===== src/rtl/serial_add_sub.sv =====
// Bit-serial adder/subtractor: one full-adder cell stepped LSB-first over WIDTH cycles.
// Subtraction runs as A + ~B + ~borrow_in, so carry_out=1 means "no borrow".
module serial_add_sub #(
  parameter int WIDTH = 8
) (
  input  logic             clk,
  input  logic             rst,
  input  logic             start,
  input  logic             mode,
  input  logic [WIDTH-1:0] a_input,
  input  logic [WIDTH-1:0] b_input,
  input  logic             c_in,
  output logic [WIDTH-1:0] sum,
  output logic             carry_out,
  output logic             overflow,
  output logic             busy,
  output logic             done
);

  localparam int CW = (WIDTH > 1) ? $clog2(WIDTH) : 1;
  localparam logic [CW-1:0] LAST = CW'(WIDTH - 1);

  typedef enum logic [1:0] {IDLE, RUN, DONE} state_t;

  state_t           state, state_nxt;
  logic [WIDTH-1:0] a_reg, b_reg, res_reg, res_nxt;
  logic [CW-1:0]    cnt;
  logic             carry, carry_nxt, bit_a, bit_b, bit_s;
  logic             accept, last;

  assign accept    = start && ((state == IDLE) || (state == DONE));
  assign last      = (cnt == LAST);
  assign bit_a     = a_reg[cnt];
  assign bit_b     = b_reg[cnt];
  assign bit_s     = bit_a ^ bit_b ^ carry;
  assign carry_nxt = (bit_a & bit_b) | (bit_a & carry) | (bit_b & carry);

  always_comb begin
    res_nxt      = res_reg;
    res_nxt[cnt] = bit_s;
  end

  always_ff @(posedge clk or posedge rst) begin
    if (rst) state <= IDLE;
    else     state <= state_nxt;
  end

  always_comb begin
    state_nxt = state;
    case (state)
      IDLE:    if (start) state_nxt = RUN;
      RUN:     if (last)  state_nxt = DONE;
      DONE:    state_nxt = start ? RUN : IDLE;
      default: state_nxt = IDLE;
    endcase
  end

  always_comb begin
    busy = (state == RUN);
    done = (state == DONE);
  end

  // sum/carry_out/overflow only change on the final bit, so they hold across IDLE and RUN.
  always_ff @(posedge clk or posedge rst) begin
    if (rst) begin
      a_reg     <= '0;
      b_reg     <= '0;
      res_reg   <= '0;
      cnt       <= '0;
      carry     <= 1'b0;
      sum       <= '0;
      carry_out <= 1'b0;
      overflow  <= 1'b0;
    end else if (accept) begin
      a_reg <= a_input;
      b_reg <= mode ? ~b_input : b_input;
      carry <= c_in ^ mode;
      cnt   <= '0;
    end else if (state == RUN) begin
      res_reg <= res_nxt;
      carry   <= carry_nxt;
      if (last) begin
        sum       <= res_nxt;
        carry_out <= carry_nxt;
        overflow  <= carry ^ carry_nxt;
      end else begin
        cnt <= cnt + 1'b1;
      end
    end
  end

endmodule


===== config.mk =====
export PLATFORM = sky130hd
export DESIGN_NAME = serial_add_sub
export DESIGN_NICKNAME = d
export VERILOG_FILES = /design/src/rtl/serial_add_sub.sv
export SDC_FILE = /design/constraint.sdc
export NUM_CORES = 1
export LEC_CHECK = 0
export CAP_MARGIN = 20
export CELL_PAD_IN_SITES_DETAIL_PLACEMENT = 0
export CELL_PAD_IN_SITES_GLOBAL_PLACEMENT = 2
export CORE_UTILIZATION = 30
export CTS_CLUSTER_SIZE = 25
export DETAILED_ROUTE_END_ITERATION = 10
export GPL_TIMING_DRIVEN = 0
export PLACE_DENSITY_LB_ADDON = 0.1
export SYNTH_ARGS = -nofsm -noshare
export SYNTH_HDL_FRONTEND = slang
export SYNTH_SLANG_ARGS = --single-unit

===== constraint.sdc =====
create_clock -name clk -period 5.53 [get_ports clk]
set_input_delay 1.106 -clock clk [delete_from_list [all_inputs] [get_ports clk]]
set_output_delay 1.106 -clock clk [all_outputs]
set_load 0.01 [all_outputs]

# [Yosys cells after proc, flatten, opt, wreduce, memory -nomap -nowiden]
# Cells that the tools add are included.
[word_totals] reg_bits=40 in_bits=21 output_inout_bits=12 word_cells=55
[op_classes] n_addsub=1 n_lt_le_gt_ge=2 n_eq_ne=6 mux=17 bitwise_logic=11 reduce_logical=9
[op_table] op="two-way mux 3 bit" count=3
[op_table] op="bitwise mux 8 bit" count=1
[op_table] op="two-way mux 8 bit" count=1
[op_table] op="inverter 8 bit" count=1
[op_table] op="binary-select mux 1 bit (select 3 bit)" count=2
[op_table] op="two-way mux 1 bit" count=6
[op_table] op="case mux 2 bit (3 select lines)" count=1
[op_table] op="AND reduction 2 bit" count=3
[op_table] op="less-than comparator 3 x 4 -> 1 bit (second input constant)" count=1
[op_table] op="two-way mux 2 bit" count=2
[op_table] op="!= test 2 bit (second input constant)" count=2
[op_table] op="bitwise XOR 1 bit" count=4
[op_table] op="adder 3 x 1 -> 3 bit (second input constant)" count=1
[op_table] op="AND 1 bit" count=3
[op_table] op="demux 1 bit (select 3 bit)" count=1
[op_table] op="== test 3 bit (second input constant)" count=1
[op_table] op=">= comparator 3 x 1 -> 1 bit (second input constant)" count=1
[op_table] op="AND reduction 3 bit" count=1
[op_table] op="== test 2 x 1 -> 1 bit (second input constant)" count=1
[op_table] op="== test 2 bit (second input constant)" count=1
[op_table] op="logical AND 1 bit" count=2
[op_table] op="logical NOT 2 bit" count=1
[op_table] op="!= test 2 x 1 -> 1 bit (second input constant)" count=1
[op_table] op="bitwise OR 1 bit" count=2
[op_table] op="other kinds (3)" count=3

# [Depth between registers and ports, before layout]
# Gate-level depths: netlist of run 1.
[logic_depth] depth_word=7 depth_mapped=9 mapped_depth_nobuf=6

# [Worst setup path before layout of run 1]
# No wires, ideal clock.
[synth_path] path_kind="reg2reg" from="register cnt[2]" to="register sum[6]" setup_ns=0.082 t_arrival_ns=2.428 t_required_ns=5.448 slack_ns=3.020 path_stages_with_launch=10 n_path_buf=3 period_less_slack_ns=2.510 cell_sequence="dfrtp_1 > buf_2 > buf_2 > mux4_2 > mux2_2 > fa_1 > clkbuf_1 > nor2b_1 > nand3_1 > a31oi_1"
[synth_between] elab_chain_len=5 elab_cells_between_ends=14 classes_between="order compare: 2; eq/ne: 1; mux: 7; bitwise: 2; reduce/logical: 2"
[synth_rtl] item="from (decl)" line_no="27" rtl="logic [CW-1:0] cnt;"
[synth_rtl] item="from (signal assigned)" line_no="87" rtl="cnt <= cnt + 1'b1;"
[synth_rtl] item="less-than comparator 3 x 4 -> 1 bit (not written as such), or another cell as far along" line_no="40" rtl="res_nxt[cnt] = bit_s;"
[synth_rtl] item="logical AND 1 bit (not written as such), or another cell as far along" line_no="40"
[synth_rtl] item="two-way mux 1 bit (not written as such) or bitwise XOR 1 bit (tied branches)" line_no="40, 35"
[synth_rtl] item="demux 1 bit (select 3 bit) or bitwise XOR 1 bit (tied branches)" line_no="40, 35"
[synth_rtl] item="bitwise mux 8 bit" line_no="40"
[synth_rtl] item="to (signal assigned)" line_no="83" rtl="sum <= res_nxt;"
[synth_rtl] item="to (decl)" line_no="13" rtl="output logic [WIDTH-1:0] sum,"
# Parallel ways exist; a longest one is shown, timed or not. The select of a mux whose other input is x is not followed.
# A chain may end at the register's enable or synchronous reset.

# [Worst setup path after layout of run 1]
# Ends and elaborated chain as after synthesis.

==> results of run 1 <==
==> worst min-delay path, delay by kind of cell, from the launching register on <==
| family | cells | cell delay (ns) |
|---|---|---|
| flip-flops | 1 | 0.35 |
| AO/OA/AOI/OAI | 1 | 0.06 |
| AND/OR/NAND/NOR | 1 | 0.05 |
==> cells by family after synthesis <==
group | Yosys count
xor+xnor | 10
simple gates | 47
buf+inv | 16
mux | 24
fa+ha+maj | 3
compound gates | 32
flops | 40
==> layout make-up <==
| cell class | instances | area share [%] |
|---|---|---|
| Buffer | 13 | 2.764 |
| Clock buffer | 5 | 2.815 |
| Clock inverter | 3 | 0.9724 |
| Inverter | 3 | 0.4606 |
| Multi-Input combinational cell | 116 | 35.52 |
| Sequential cell | 40 | 40.94 |
| Tap cell | 75 | 3.838 |
| Timing Repair Buffer | 31 | 12.69 |
==> power by group through the flow <==
stage,clock network [mW],logic [mW],registers (mW)
floorplan,0,0.500,0.526
global placement,0,0.756,0.524
detailed placement,0,0.763,0.532
CTS,0.208,0.766,0.526
global route,0.220,0.842,0.548
finish,0.199,0.747,0.523
==> metal layers <==
metal	vias up	part of all wire, %	global-route usage (%)
li1	671	-	-
met1	678	42	16.45
met2	29	53	26.69
met3	4	3.6	3.626
met4	0	0.72	5.172
met5	-	0	0
==> worst paths after layout <==
kind                       slack (ns)  cells after the start       end
max reg2reg                      2.52                      9    sum[6]
min                              0.48                      2  b_reg[0]
min reg2reg                      0.48                      2  b_reg[0]
max                              2.52                      9    sum[6]
max in group asynchronous        3.69                      2  state[1]
min in group asynchronous        1.29                      2  a_reg[0]
==> cell usage in the layout, fill, tap and decap left out, drive strengths merged, types with 2 or more instances in the layout <==
cell           count
o31ai              2
clkbuf            10
ha                 2
mux4               4
clkinvlp           2
nor2              11
inv                3
nand3              6
a21oi              3
o21ai             16
o22a               3
a21boi             3
nand2b             3
nand2             17
mux2              19
xnor2              9
nor2b              4
clkdlybuf4s50     31
a31oi              4
buf                8
dfrtp             40
==> run metrics, run 1 <==
buffer depth of the longest clock path=2; final wirelength=4.173 mm; average footprint of a synthesized cell=11.33 um2; area added between synthesis and finish=25.50%; largest net degree at the start of global routing=41; data required time of the critical path=about 5.7 ns; Max Cap Violations=0; Final Total Pwr=1.469 mW; final layout net count=234; RSZ-0062 raised after global routing=false; crit-path leading delay family=buffers and inverters; via density per instance=4.832; IO buf count=31; multi-input gate area in the final layout=868.3 um2; remaining antenna violation count=0; core utilization of the finished layout=between 40% and 50%; launch point of the worst reg-to-reg path=cnt[2]; worst setup path class=reg -> reg; Distinct cells, synth=34; vias in the first global route=approximately 1,500; total number of vias=between 1,000 and 1,500; Worst Max-Slew Pin Slew=0.8486 ns; sequential share of power=35.6%; most used flip-flop cell after synthesis=dfrtp_1; Worst VDD drop=0.2397 mV; latest clock arrival within the worst-skew pair=0.30 ns; DP Area=0.002352 mm2; Synth top cells by count=40 x dfrtp_1, 17 x mux2_1, 17 x nand2_1; Static Leakage=1.002 nW; clock tree from TritonCTS=done; root buffer selected by CTS=clkbuf_8; clock buffers created by TritonCTS=5; endpoint arrival time on the critical path=3.23 ns; total power divided by cell area=601.0 mW/mm2; number of clock sinks seen by CTS=40; part of the power in combinational logic=between 50% and 60%; type of the tightest min-delay check=reg -> reg; switching component of the power=579.1 uW; number of antenna violations at the first check in global routing=0; CP Cell Sequence=buf_2, buf_2, mux4_2, mux2_2, fa_1, clkbuf_1, nor2b_1, nand3_1, a31oi_1; leading area contributor after synthesis=dfrtp_1; Post-CTS Hold Fix Bufs=0; run status=complete, no violations; share of total power in the clock network=13.5%; area share of fa/ha/maj cells after synthesis=2.312%; maximum frequency from static timing analysis=roughly 330 MHz; Final Instance Area=0.002445 mm2; Sequential Area=approximately 0.001 mm2; kind of end point of the critical path=flop; Synth Net Count=196; warning count from the yosys run=0; fin crit period=roughly 3.0 ns; row count=28; Max FO, Critical Path=10; Gates resized, CTS repair=0; overall die area=0.006820 mm2; count of routing violations after the opening detailed-route iteration=24; library cell appearing most often on the critical path=buf_2; final setup vio count=0; xor and xnor fraction of the mapped netlist area=4.496%; initial standard-cell utilization of the core=31.96%; skew final=0.007150 ns; number of buffer and inverter instances along the worst setup path=3; mux cell area share after synthesis=16.12%; crit path max-delay cell type=fa_1; clock edge transition at the registers on the reported setup and hold paths=0.08 ns; share of synthesized area occupied by flip-flops and latches=roughly half; Final Hold Violating Endpoints=0; internal power consumption=890.4 uW; Total Negative Setup Slacks=0 ns; Detail Placement HPWL=3.017 mm; net switching fraction of the power=39.41%; Worst Min Path Start=b_reg[0]; register bit count reported by yosys=40; first-pass GRT wire length=around 7.1 mm; cell count after synthesis=172; number of synthesized flops with an enable pin=0; Tcrit/Tclk final=54.47%; total grt overflow=0; start point of the critical path=cnt[2]; global placer's final weighted congestion=0.7068; kind of start point of the critical path=flop; ranking of synthesized cells by area=dfrtp_1 51%, mux2_1 9.8%, mux4_2 4.6%; DRC Markers=0; simple-gate portion of the synthesized area=11.75%; share of the synthesized area in the top cell type=between 50% and 60%; min setup slack post-route=roughly 2.5 ns; die span in y=82.59 um; fraction of registers with async set or reset after synthesis=100.0%; most frequent cell after synthesis=dfrtp_1; fraction of final layout cells with drive strength greater than 1=between 10% and 20%; Pre-Repair DR Iteration Count=4; top-level port count=33; DR WL/cell=14.59 um; depth of the CTS H-tree=2; combinational family with the most area after synthesis=multiplexers; share of the synthesized area in compound gates (AO/OA/AOI/OAI)=9.891%; relative slew slack=43.34%; antenna cell count=0; core region area=approximately 0.0061 mm2; postcts setup bufs=0; Placed Cells incl. Taps=278; Final Instance Count excl. Fillers=approximately 290; Total Routing Usage GR=14.63%; post-synth design cell area=between 0.0015 and 0.002 mm2; peak per-stage delay on the critical path=0.48 ns; WHS=0.4811 ns; number of max-slew violations in the final report=0; number of inserted filler cells in the final layout=~630; Setup Slack @ Placement=2.503 ns; Chip Width=82.59 um
Power figures use the tool's default switching activity.
==> run 2, diff against run 1 <==
==> constraint.sdc (replaced) <==
create_clock -name clk -period 2.5 [get_ports clk]
set_input_delay 0.5 -clock clk [delete_from_list [all_inputs] [get_ports clk]]
set_output_delay 0.5 -clock clk [all_outputs]
set_load 0.01 [all_outputs]
==> run metrics, run 2 (same netlist as run 1, synthesis figures left out) <==
run status=complete, no violations; Final Instance Count excl. Fillers=289; relative slew slack=43.70%; Final Instance Area=0.002525 mm2; depth of the CTS H-tree=2; remaining antenna violation count=0; endpoint arrival time on the critical path=between 2 and 3 ns; antenna cell count=0; worst setup path class=reg -> reg; met3 wire length=151 um; row count=28; Final Hold Violating Endpoints=0; final setup vio count=0; via density per instance=4.803; RSZ-0062 raised after global routing=true; final layout net count=237; core region area=0.006096 mm2; Pre-Repair DR Iteration Count=4; uppermost layer routed=met4; Placed Cells incl. Taps=278; overall die area=0.006820 mm2; total number of vias=1,388; number of clock sinks seen by CTS=40; area added between synthesis and finish=29.61%; skew final=0.006279 ns; DRC Markers=0; type of the tightest min-delay check=reg -> reg; Worst VDD drop=roughly 0.79 mV; top-level port count=33; fin crit period=2.445 ns; number of inserted filler cells in the final layout=613; total grt overflow=0; total power divided by cell area=around 1400 mW/mm2; clock edge transition at the registers on the reported setup and hold paths=around 0.080 ns; Tcrit/Tclk final=97.79%; Chip Width=82.59 um; count of routing violations after the opening detailed-route iteration=58; Max Cap Violations=0; root buffer selected by CTS=clkbuf_8; number of max-slew violations in the final report=0; first-pass GRT wire length=7.072 mm; die span in y=82.59 um; setup slack of the most critical reg-to-reg path=approximately 0.055 ns; total routed wire length on the met1 layer=about 1.8 mm; commonest cells after routing, fill and taps aside=40 x dfrtp_1, 31 x clkdlybuf4s50_1, 17 x mux2_1; Worst Max-Slew Pin Slew=0.8432 ns; DP Area=0.002355 mm2; DR WL/cell=14.46 um; Post-CTS Hold Fix Bufs=0; routed length on met2=around 2.1 mm; Total Routing Usage GR=14.45%; kind of start point of the critical path=flop; latest clock arrival within the worst-skew pair=0.29 ns; leading cell type in the layout, fill and taps excluded=dfrtp_1; global placer's final weighted congestion=0.7133; clock buffers created by TritonCTS=5; initial standard-cell utilization of the core=approximately a third; Static Leakage=1.050 nW; IO buf count=31; maximum frequency from static timing analysis=between 400 and 500 MHz; data required time of the critical path=roughly 2.7 ns; vias in the first global route=1,471; clock tree from TritonCTS=done; Max FO, Critical Path=5; largest net degree at the start of global routing=41; fraction of final layout cells with drive strength greater than 1=between 10% and 20%; final wirelength=4.180 mm; number of antenna violations at the first check in global routing=0; Detail Placement HPWL=roughly 3 mm; kind of end point of the critical path=flop; buffer depth of the longest clock path=2
## run 2: cell count changes in the layout (fill, tap and decap cells not counted), sizes merged
cell | previous run | this run
buf | 8 | 12
bufinv | 0 | 1
clkinvlp | 2 | 0
## run 2: layout make-up
cell class	instances	area [um2]	area share, %
well taps	75	93.84	3.717
clock inverters	2	35.03	1.388
flip-flops and latches	40	1001	39.64
inverters	3	11.26	0.4460
clock buffers	6	72.57	2.874
repair buffers	35	340.3	13.48
plain buffers	12	77.57	3.072
multi-input cells	116	893.4	35.38
## run 2: final timing paths
| path | start | end | cells past startpoint |
|---|---|---|---|
| worst max-delay path | cnt[1] | sum[4] | 7 |
| worst min-delay path | b_reg[0] | b_reg[0] | 2 |
| worst max register to register | cnt[1] | sum[4] | 7 |
| worst min register to register | b_reg[0] | b_reg[0] | 2 |
| max in group asynchronous | rst | res_reg[2] | 2 |
| min in group asynchronous | rst | a_reg[5] | 2 |
## run 2: metrics by stage
stage                     setup slack [ns]  hold WS (ns)  utilization [%]  total power [mW]  TNS [ns]
after floorplan                    0.02692        0.4446                -             2.281         0
after global placement             -0.5421        0.4593            38.63             2.850    -4.988
after detailed placement           -0.5616        0.4691            38.63             2.890    -5.501
after CTS                         0.002297        0.4867            40.97             3.646         0
after global routing              -0.07135        0.5007            41.42             3.955   -0.1941
final                              0.05534        0.4797            41.42             3.632         0
## run 2: worst max-delay path, cell delays in order (launching register included)
cell	delay [ns]
dfrtp_1	0.36
buf_6	0.14
mux4_2	0.50
mux2_4	0.30
fa_2	0.60
nor2b_4	0.21
nand2_1	0.07
a31oi_1	0.18
## run 2: metal layers
layer / up-vias / global-route usage, %
met3: 7 / 4.505
met1: 675 / 16.21
met2: 30 / 25.54
li1: 676 / -
met5: - / 0
met4: 0 / 5.517
## run 2: power breakdown
group / switching, mW / total (mW) / internal, mW
Clock: 0.223 / 0.520 / 0.296
Sequential: 0.195 / 1.17 / 0.973
Combinational: 0.917 / 1.94 / 1.03
## run 2: what timing repair did
action / 4_1_cts / 5_1_grt
setup endpoints to repair: 16 / 12
gates resized for setup: 7 / 6
buffers inserted: 3 / 1
pin swaps: 1 / 3
==> run 3, diff against run 2 <==
--- a/config.mk
+++ b/config.mk
@@ -9,7 +9,6 @@
 export CELL_PAD_IN_SITES_DETAIL_PLACEMENT = 0
 export CELL_PAD_IN_SITES_GLOBAL_PLACEMENT = 2
 export CORE_UTILIZATION = 30
-export CTS_CLUSTER_SIZE = 25
 export DETAILED_ROUTE_END_ITERATION = 10
 export GPL_TIMING_DRIVEN = 0
 export PLACE_DENSITY_LB_ADDON = 0.1
==> results of run 3 <==
Final layout, timing and power as in run 2 (identical DEF).
==> variant 1: new RTL, flow settings as in run 3 <==
Encoding of `state_t`: now one-hot (3 bits for 3 states).
--- a/src/rtl/serial_add_sub.sv
+++ b/src/rtl/serial_add_sub.sv
@@ -21,5 +21,5 @@
   localparam logic [CW-1:0] LAST = CW'(WIDTH - 1);
 
-  typedef enum logic [1:0] {IDLE, RUN, DONE} state_t;
+  typedef enum logic [2:0] {IDLE = 3'b001, RUN = 3'b010, DONE = 3'b100} state_t;
 
   state_t           state, state_nxt;
Formal check against the unedited RTL: no difference found for any inputs over 10 cycles, from zero or initial values and one cycle with rst high; not proved beyond that.
==> variant 1 against run 3 <==
Sequential power fell by 14%. Final area grew 6.6%. Clock power is 5.6% lower. Sequential cell count rose by 1. Power fell by 21%. Setup slack better by 0.032 ns. Wire length up 11%. Synthesized area increased by 7.8%. Highest routed layer unchanged.
==> variant 1: results (changes against run 3) <==
* Outcome: complete, no violations (unchanged)
* Post-synthesis sequential area ratio at 0.489 (was 0.514)
* Detailed Place HPWL at 3.26 mm (was 2.95 mm)
* Internal at 0.00178 W (was 0.00230 W)
* Arr. time, crit path at 1.91 ns (was 2.65 ns)
* Worst slew pin tran at 0.855 ns (was 0.843 ns)
* # fillers at 668 (was 613)
* Wire length of the first global-routing pass at 8.00 mm (was 7.07 mm)
* RR Startpoint: cnt[0]$_DFFE_PP0P_ (was cnt[1]$_DFFE_PP0P_)
* Crit path max-delay cell type: clkdlybuf4s50_1 (was fa_2)
* Worst Skew at 0.00411 ns (was 0.00628 ns)
* Non-filler cells in the finished layout at 324 (was 289)
* Initial DRC count at 103 (was 58)
* Final Critical Period at 2.41 ns (was 2.44 ns)
* FF-to-FF setup slack at 0.16 ns (was 0.06 ns)
* Nets at 251 (was 237)
* Worst hold margin at 0.478 ns (was 0.480 ns)
* Cell Area, Placed at 0.00253 mm² (was 0.00235 mm²)
* Gpl congestion at 0.735 (was 0.713)
* Distinct cells, synth at 41 (was 34)
* Pin count of the biggest net entering global routing at 42 (was 41)
* Layout cell share with drive strength beyond 1 at 0.184 (was 0.154)
* Final WL at 4.64 mm (was 4.18 mm)
* Synth top cells by count: dfrtp_1, a21oi_1, nand2_1, mux2i_1, xnor2_1 (was dfrtp_1, mux2_1, nand2_1, o21ai_0, nor2_1)
* Placed cell count at 314 (was 278)
* Syn_area_per_cell at 11.2 µm² (was 11.3 µm²)
* Via count at 1533 (was 1388)
* CP startpoint: state[2]$_DFFE_PP0P_ (was cnt[1]$_DFFE_PP0P_)
* Crit path max-delay family: buffers and inverters (was multiplexers)
* Synthesized Nets at 211 (was 196)
* Hold Crit Start: sum[5]$_DFFE_PP0P_ (was b_reg[0]$_DFFE_PP0P_)
* Leakage power at 1.11 nW (was 1.05 nW)
* Dpl ws at -0.404 ns (was -0.562 ns)
* CTS Buf Count at 5 (unchanged)
* Worst setup path end: busy (was sum[4]$_DFFE_PP0P_)
* Hold crit path type: register to register (unchanged)
* Hold worst-path end: sum[5]$_DFFE_PP0P_ (was b_reg[0]$_DFFE_PP0P_)
* Multi-input logic area at 976 µm² (was 893 µm²)
* Total GRT Usage at 0.142 (was 0.145)
* CP peak stage delay at 0.63 ns (was 0.60 ns)
* Max VDD drop at 399 µV (was 787 µV)
* Largest cells by area after synthesis: dfrtp_1, a21oi_1, mux2i_1 (was dfrtp_1, mux2_1, mux4_2)
* Vias in the first global route at 1606 (was 1471)
* Worst-path fanout max at 10 (was 5)
variant 1: cell count changes in the layout (fill, tap and decap cells not counted), moves of 4 or more:
cell     delta
a41oi_1     +4
mux2_2      +4
nand2_1     -4
nor2_1      -7
nand3_1     -5
mux2i_1     +7
mux2_1     -13
o21ai_1     -4
a21oi_1    +22
variant 1: cell families (layout without fill, tap and decap cells):
logic type,Yosys count,after routing,share of synthesized area
buffers and inverters,21,62,0.0518
multiplexers,21,21,0.117
AND/OR/NAND/NOR,40,40,0.126
AO/OA/AOI/OAI,49,49,0.135
flip-flops,41,41,0.489
XOR/XNOR,12,12,0.0590
adder cells (fa/ha/maj),3,3,0.0215
variant 1: cell type report:
type | instances | share of cell area
Timing Repair Buffer | 34 | 0.124
Inverter | 5 | 0.00697
Buffer | 15 | 0.0432
Clock buffer | 7 | 0.0358
Tap cell | 96 | 0.0446
Multi-Input combinational cell | 125 | 0.362
Clock inverter | 1 | 0.00186
Sequential cell | 41 | 0.382
variant 1: what timing repair did:
item                                    CTS  global route
gates cloned                              0             0
resized for setup                         9             8
pin swaps                                 0             2
buffers inserted                          0             3
endpoints found under the setup margin   16             8
variant 1: power by group through the flow:
stage	sequential, W	clock, W	combinational, W
after floorplan	0.000975	0	0.000953
after global placement	0.00101	0	0.00124
after detailed placement	0.00102	0	0.00127
after CTS	0.00101	0.000504	0.00132
after global routing	0.00104	0.000529	0.00156
final	0.00101	0.000491	0.00139
variant 1: worst min-delay path: cells and delay by family (launching register included):
family          cells  cell delay (ns)
flops               1             0.35
compound gates      1             0.05
simple gates        1             0.05
variant 1: routing by layer:
layer	GRT usage	up-vias	share of wire
li1	-	745	-
met1	0.175	759	0.46
met2	0.246	24	0.50
met3	0.0327	5	0.028
met4	0.0500	0	0.012
met5	0	-	0
==> variant 2: new RTL, config.mk and constraints of run 3 <==
Made on the original files. Change the parameter `WIDTH` from 8 to 4.
--- a/src/rtl/serial_add_sub.sv
+++ b/src/rtl/serial_add_sub.sv
@@ -2,5 +2,5 @@
 // Subtraction runs as A + ~B + ~borrow_in, so carry_out=1 means "no borrow".
 module serial_add_sub #(
-  parameter int WIDTH = 8
+  parameter int WIDTH = 4
 ) (
   input  logic             clk,
Interface: changed (resized a_input, b_input and sum); port bits go from 33 to 21. The function was not compared with the original's and may differ.
==> variant 2 against run 3 <==
Power shrank 54%. Setup slack better by 0.21 ns. Combinational power shrank 57%. Largest cell class unchanged. Clock power shrank 61%. Synthesized area is 46% lower. Sequential cell count down 18. Highest routed layer unchanged. Worst hold slack improved by 0.012 ns. Wire length shrank 54%. Final area fell by 47%.
==> variant 2: results (changes against run 3) <==
* Synthesized Nets at 115 (was 196)
* Synth top cells by count: dfrtp_1, nand2_1, inv_1, o21ai_0, o21ai_1 (was dfrtp_1, mux2_1, nand2_1, o21ai_0, nor2_1)
* Clk sinks at 22 (was 40)
* Post-synthesis sequential area ratio at 0.520 (was 0.514)
* CTS Hold Bufs at 0 (unchanged)
* Worst slew pin tran at 0.891 ns (was 0.843 ns)
* Distinct cells, synth at 23 (was 34)
* Antenna cells at 0 (unchanged)
* Leakage power at 0.596 nW (was 1.05 nW)
* Nets at 139 (was 237)
* Detailed Place HPWL at 1.35 mm (was 2.95 mm)
* Antenna violations before repair at 0 (unchanged)
* Clk slew on worst S/H paths at 0.13 ns (was 0.08 ns)
* Synth Warn # at 0 (unchanged)
* CTS Buf Count at 3 (was 5)
* Via count at 726 (was 1388)
* Final WL at 1.94 mm (was 4.18 mm)
* CTS Root Cell: clkbuf_4 (was clkbuf_8)
* Hold crit path type: register to register (unchanged)
* Vias/cell at 4.37 (was 4.80)
* Cts repair resizes at 0 (was 7)
* Gpl congestion at 0.692 (was 0.713)
* Cells after Synth at 97 (was 172)
* Layout cell share with drive strength beyond 1 at 0.100 (was 0.154)
* Outcome: complete, no violations (unchanged)
* Router iterations before antenna repair at 4 (unchanged)
* Max VDD drop at 426 µV (was 787 µV)
* Longest Clk Path Bufs at 2 (unchanged)
* Pin count of the biggest net entering global routing at 23 (was 41)
* Worst-path fanout max at 7 (was 5)
* Initial DRC count at 12 (was 58)
* Clk Latency, worst-skew pair at 0.31 ns (was 0.29 ns)
* Dpl ws at 0.271 ns (was -0.562 ns)
* PortBufs at 19 (was 31)
* Worst Skew at 0.00129 ns (was 0.00628 ns)
* Largest cells by area after synthesis: dfrtp_1, mux4_1, nand2_1 (was dfrtp_1, mux2_1, mux4_2)
* # fillers at 375 (was 613)
* Total GRT Usage at 0.126 (was 0.145)
* Postcts setup bufs at 0 (was 3)
* Wire length of the first global-routing pass at 3.33 mm (was 7.07 mm)
* Async set-reset flop share out of synthesis at 1.00 (unchanged)
* Count leader, synth: dfrtp_1 (unchanged)
* Placed cell count at 162 (was 278)
* CTS HTree Levels at 1 (was 2)
## variant 2: cell types whose count changed after synthesis, sizes merged, moves of 4 or more
cell,delta
inv,+6
dfrtp,-18
xnor2,-4
mux2,-15
buf,-5
nor2,-11
## variant 2: report_power, final
group / switching (W) / total, W / internal (W)
clock network: 0.000116 / 0.000205 / 0.0000890
logic: 0.000418 / 0.000834 / 0.000416
registers: 0.000119 / 0.000648 / 0.000530
## variant 2: final timing paths
check | startpoint | end | slack (ns) | cells past startpoint
setup / recovery | cnt[0]$_DFFE_PP0P_ | sum[0]$_DFFE_PP0P_ | 0.26 | 7
hold / removal | sum[2]$_DFFE_PP0P_ | sum[2]$_DFFE_PP0P_ | 0.49 | 2
setup reg to reg | cnt[0]$_DFFE_PP0P_ | sum[0]$_DFFE_PP0P_ | 0.26 | 7
hold reg to reg | sum[2]$_DFFE_PP0P_ | sum[2]$_DFFE_PP0P_ | 0.49 | 2
max in group asynchronous | rst | res_reg[0]$_DFFE_PP0P_ | 1.30 | 2
min in group asynchronous | rst | carry_out$_DFFE_PP0P_ | 0.66 | 2
## variant 2: stage by stage
step	area, µm²	total power [W]
2_1_floorplan	1060	0.00122
3_3_place_gp	1310	0.00149
3_5_place_dp	1310	0.00151
4_1_cts	1340	0.00172
5_1_grt	1340	0.00187
6_report	1340	0.00169
## variant 2: cell families (layout without fill, tap and decap cells)
logic type | after synthesis | in the layout | synth area share
compound gates | 22 | 22 | 0.111
flops | 22 | 22 | 0.520
simple gates | 22 | 22 | 0.0993
buf+inv | 14 | 37 | 0.0615
xor+xnor | 6 | 6 | 0.0496
mux | 6 | 6 | 0.0922
fa+ha+maj | 5 | 5 | 0.0662
## variant 2: worst max-delay path, cell delays in order, from the launching register on
cell	delay [ns]
dfrtp_1	0.53
mux4_1	0.61
inv_1	0.10
fa_1	0.41
clkbuf_1	0.20
nand2_1	0.10
o21ai_0	0.07
o21ai_0	0.15
## variant 2: area by class of cell
cell class,instances,area share
plain buffers,5,0.0233
clock buffers,4,0.0270
inverters,9,0.0252
multi-input cells,61,0.330
flip-flops and latches,22,0.410
well taps,46,0.0429
repair buffers,19,0.142
## variant 2: routing by layer
| metal | wire length (µm) | track usage | part of all wire | up-vias |
|---|---|---|---|---|
| met3 | 57 | 0.0252 | 0.029 | 4 |
| met4 | 27 | 0.0667 | 0.014 | 0 |
| met1 | 937 | 0.152 | 0.48 | 329 |
| met5 | 0 | 0 | 0 | - |
| li1 | - | - | - | 376 |
| met2 | 920 | 0.211 | 0.47 | 17 |
